`src/rtl/apb_req_arbiter.sv`:
```
// Round-robin arbiter funnelling NREQ requesters onto one APB master (IDLE -> XFER -> RESP).
// Optional build macro APB_ARB_TIMEOUT_EN adds an XFER watchdog that aborts with resp_err=1.
module apb_req_arbiter #(
  parameter int unsigned NREQ        = 4,
  parameter int unsigned TIMEOUT_CYC = 16
) (
  input  logic              Pclk,
  input  logic              Preset,
  input  logic [NREQ-1:0]   req_valid,
  input  logic [NREQ-1:0]   req_write,
  input  logic [NREQ*32-1:0] req_addr,
  input  logic [NREQ*32-1:0] req_wdata,
  output logic [NREQ-1:0]   req_ready,
  output logic [NREQ-1:0]   resp_valid,
  output logic [31:0]       resp_rdata,
  output logic              resp_err,
  output logic              transfer,
  output logic [32:0]       addr_temp,
  output logic [31:0]       data_temp,
  input  logic              Psel,
  input  logic              Penable,
  input  logic              Pready,
  input  logic [31:0]       rdata_temp
);

  localparam int unsigned IW = (NREQ > 1) ? $clog2(NREQ) : 1;

  if (NREQ < 2 || NREQ > 8 || TIMEOUT_CYC == 0) begin : g_bad_cfg
    $error("apb_req_arbiter: NREQ must be 2..8 and TIMEOUT_CYC nonzero");
  end

  typedef enum logic [1:0] {
    S_IDLE,
    S_XFER,
    S_RESP
  } state_e;

  state_e          state_q;
  logic [IW-1:0]   ptr_q;
  logic [IW-1:0]   grant_q;
  logic            transfer_q;
  logic [32:0]     addr_q;
  logic [31:0]     data_q;
  logic [NREQ-1:0] ready_q;
  logic [NREQ-1:0] rvalid_q;
  logic [31:0]     rdata_q;

  logic [31:0]     addr_a  [NREQ];
  logic [31:0]     wdata_a [NREQ];
  logic [IW-1:0]   win_idx;
  logic            win_found;
  logic            done;

  for (genvar g = 0; g < NREQ; g++) begin : g_unpack
    assign addr_a[g]  = req_addr[g*32 +: 32];
    assign wdata_a[g] = req_wdata[g*32 +: 32];
  end

  assign done = Psel & Penable & Pready;

  // Rotating priority: scan from ptr+1 upward, wrapping, first set request wins.
  always_comb begin
    int unsigned   cand;
    logic [IW-1:0] cand_idx;
    win_found = 1'b0;
    win_idx   = '0;
    cand      = 0;
    cand_idx  = '0;
    for (int unsigned k = 1; k <= NREQ; k++) begin
      cand     = (32'(ptr_q) + k) % NREQ;
      cand_idx = cand[IW-1:0];
      if (!win_found && req_valid[cand_idx]) begin
        win_found = 1'b1;
        win_idx   = cand_idx;
      end
    end
  end

`ifdef APB_ARB_TIMEOUT_EN
  localparam int unsigned CW = $clog2(TIMEOUT_CYC + 1);
  logic [CW-1:0] cnt_q;
  logic          err_q;
  assign resp_err = err_q;
`else
  assign resp_err = 1'b0;
`endif

  always_ff @(posedge Pclk or posedge Preset) begin
    if (Preset) begin
      state_q    <= S_IDLE;
      ptr_q      <= IW'(NREQ - 1);
      grant_q    <= '0;
      transfer_q <= 1'b0;
      addr_q     <= '0;
      data_q     <= '0;
      ready_q    <= '0;
      rvalid_q   <= '0;
      rdata_q    <= '0;
`ifdef APB_ARB_TIMEOUT_EN
      cnt_q      <= '0;
      err_q      <= 1'b0;
`endif
    end else begin
      ready_q  <= '0;
      rvalid_q <= '0;
      case (state_q)
        S_IDLE: begin
          if (win_found) begin
            grant_q    <= win_idx;
            ready_q    <= NREQ'(1) << win_idx;
            addr_q     <= {req_write[win_idx], addr_a[win_idx]};
            data_q     <= wdata_a[win_idx];
            transfer_q <= 1'b1;
            state_q    <= S_XFER;
`ifdef APB_ARB_TIMEOUT_EN
            cnt_q      <= '0;
`endif
          end
        end
        S_XFER: begin
          if (done) begin
            rdata_q    <= addr_q[32] ? '0 : rdata_temp;
            transfer_q <= 1'b0;
            rvalid_q   <= NREQ'(1) << grant_q;
            ptr_q      <= grant_q;
            state_q    <= S_RESP;
`ifdef APB_ARB_TIMEOUT_EN
            err_q      <= 1'b0;
          end else if (cnt_q == CW'(TIMEOUT_CYC - 1)) begin
            // Completion wins over a coincident timeout on the same edge.
            rdata_q    <= '0;
            err_q      <= 1'b1;
            transfer_q <= 1'b0;
            rvalid_q   <= NREQ'(1) << grant_q;
            ptr_q      <= grant_q;
            state_q    <= S_RESP;
          end else begin
            cnt_q      <= cnt_q + 1'b1;
`endif
          end
        end
        S_RESP:  state_q <= S_IDLE;
        default: state_q <= S_IDLE;
      endcase
    end
  end

  assign req_ready  = ready_q;
  assign resp_valid = rvalid_q;
  assign resp_rdata = rdata_q;
  assign transfer   = transfer_q;
  assign addr_temp  = addr_q;
  assign data_temp  = data_q;

endmodule

```
`config.mk`:
```
export PLATFORM = sky130hd
export DESIGN_NAME = apb_req_arbiter
export DESIGN_NICKNAME = d
export VERILOG_FILES = /design/src/rtl/apb_req_arbiter.sv
export SDC_FILE = /design/constraint.sdc
export NUM_CORES = 1
export LEC_CHECK = 0
export CORE_AREA = 3 3 159 161
export DETAILED_ROUTE_END_ITERATION = 8
export DIE_AREA = 0 0 162 164
export DONT_BUFFER_PORTS = 1
export PLACE_DENSITY = 0.5
export SYNTH_ARGS = -nofsm -noshare
export SYNTH_HDL_FRONTEND = slang
export SYNTH_SLANG_ARGS = --single-unit
```
`constraint.sdc`:
```
create_clock -name Pclk -period 5.2 [get_ports Pclk]
set_input_delay 0.52 -clock Pclk [delete_from_list [all_inputs] [get_ports Pclk]]
set_output_delay 0.52 -clock Pclk [all_outputs]
set_load 0.02 [all_outputs]
```
==> metrics <==
final core utilization=0.285; total vias in the final route=5318; number of unique standard cell types used by synthesis=40; WL final=23.1 mm; grt total ovfl=0; Final setup violation count=0; number of antenna violations at the first check in global routing=3; Inserted Clock Buffers=9; DRC Markers=0; Detailed Place HPWL=16.5 mm; syn_nets=972; maximum clock path buffer count=2; worst-case clock skew=11.5 ps; setup repair after global routing missed its margin=false; period utilisation layout=0.515; required time at the endpoint of the critical path=5490 ps; count of synthesis-stage warnings from yosys=0; total die area=26600 um^2; I/O pins=408; startpoint kind of the worst setup timing path=flop; total count of max-transition violations in the final report=0; worst slew pin tran=1140 ps; total track usage=0.164; register area share after synthesis=0.442; ratio of total power to cell area=510 nW/um^2; headroom to the max-slew limit=0.240; CTS sink cnt=112; height of the chip=164 um; most instantiated flip-flop cell in the synthesis netlist=dfrtp_1; First-pass DRT Iterations=4; insertion delay to the later sink of the worst-skew pair=360 ps; gate count after technology mapping=671; area growth from synthesis to layout=8.43%; CP Capture Type=flop; initial cell density of the core=0.263; peak clock frequency supported by timing=373 MHz; number of gates given a new drive strength after cts=0; kind of critical path=flop to flop; arrival time of data at the critical path endpoint=2970 ps; MaxCap Viol Count=0; minimum period implied by the final worst setup slack=2680 ps; worst vdd rail ir drop=165 uV; post-detailed-route count of antenna-violating nets=0; clock root buffer master=clkbuf_16; CTS H-Tree Depth=3; Mean Syn Cell Area=9.45 um^2; port buffer count=0; maximum net fanout on the critical path=30; run status=complete, no violations; setup slack at placement=2380 ps; number of global-route vias before repair=5072; pin count of the biggest net entering global routing=83; row count=57; worst min-delay path category=input pin to asynchronous set/reset pin; Final TNS setup=0 ps; first-pass GRT wire length=33.1 mm; number of DRC markers in iteration 0=431; hold bufs inserted after CTS=0; horizontal extent of the die=162 um; final weighted congestion of routability-driven global placement=0.784; via density per instance=5.55; Final Net Count=928; proportion of layout cells with a drive suffix above 1=0.0570; clock tree from TritonCTS=yes; worst-case hold slack=243 ps; number of enable-type register cells in the synthesized netlist=0; post-route worst setup slack=2520 ps; proportion of register bits with asynchronous set or reset after synthesis=1.00; netlist area before placement=6340 um^2; flops & latches, synth=112; final number of hold-violating endpoints=0; LEAKAGE=2.72 nW; detailed-route wire length per cell=24.1 um; buffers inserted by post-CTS timing repair=0; core footprint=24100 um^2; Reg clk slew, reported paths=90 ps
power breakdown:
part	switching, mW	leakage, nW	internal (mW)
Combinational	0.547	1.27	0.400
Clock	0.360	0.162	0.444
Sequential	0.626	1.29	1.13
placed cells by master, fill, tap and decap left out, drive strengths merged, types with 2 or more instances in the layout:
cell    instances
nor3            4
nand2          44
a221o          55
clkbuf         10
nor2b           4
dfstp           2
mux2i          66
o22ai          12
and3            3
buf            11
a21o           11
a21boi         11
o21ai         221
inv             7
dfrtp         110
nor2            5
a21oi           2
diode           2
bufinv          2
nand2b         34
synthesized netlist by cell type, drive strengths merged, types with 2 or more instances:
cell type	n	share of area
a21boi	11	0.013
a21o	11	0.013
a21oi	2	0.0016
a221o	55	0.087
and3	3	0.0030
buf	39	0.038
clkbuf	27	0.016
dfrtp	110	0.43
dfstp	2	0.0083
inv	4	0.0024
mux2i	66	0.10
nand2	44	0.026
nand2b	34	0.034
nor2	5	0.0030
nor2b	4	0.0039
nor3	4	0.0039
o21ai	221	0.17
o22ai	12	0.012
critical path, cell delays in order, from the launching register on:
cell and delay [ps]:
dfstp_2 710, nand2_1 160, a221oi_4 970, buf_4 450, o21ai_0 160, o21ai_1 150
cell type report:
class / count / area, um^2
Tap cell: 324 / 405
Sequential cell: 112 / 2810
Timing Repair Buffer: 11 / 95.1
Inverter: 4 / 17.5
Clock inverter: 6 / 96.3
Antenna cell: 2 / 5.00
Clock buffer: 10 / 239
Fill cell: 2591 / 17200
Multi-Input combinational cell: 489 / 3210
stage by stage:
stage                     cell area (um^2)  cells  power (mW)
after floorplan                       6340    671        2.43
after global placement                6530    940        2.73
after detailed placement              6530    940        2.75
after CTS                             6870    956        3.56
after global routing                  6870    958        3.74
final                                 6870    958        3.51
logic make-up after synthesis:
group                  count (synthesis)  share of synthesized area
multiplexers                          66                      0.104
other                                  1                   0.000591
buffers and inverters                 70                     0.0562
flip-flops                           112                      0.442
AND/OR/NAND/NOR                      100                     0.0801
AO/OA/AOI/OAI                        322                      0.316
flip-flops by register name, indices dropped and copies added, names as in the netlist:
name	cells
req_ready	4
data_temp	32
transfer	1
state_q	2
ptr_q	2
grant_q	2
resp_rdata	32
resp_valid	4
addr_temp	33
routing by layer:
metal,track usage,share of wire,vias to the layer above
li1,-,-,2419
met1,0.215,0.43,2613
met2,0.268,0.48,263
met3,0.0454,0.077,21
met4,0.0419,0.014,2
met5,0,0.00056,-
path summary, 6_finish.rpt:
check                             start        endpoint  slack [ps]  depth (start not counted)
max                            ptr_q[1]   data_temp[18]        2520                          5
min                              Preset   addr_temp[28]         240                          1
max in group asynchronous        Preset  resp_rdata[28]        3880                          2
min reg2reg                  grant_q[0]   resp_valid[2]         530                          1
min in group Pclk          req_valid[1]    req_ready[1]         280                          2
max reg2reg                    ptr_q[1]   data_temp[18]        2520                          5
(Power assumes the default switching activity.)
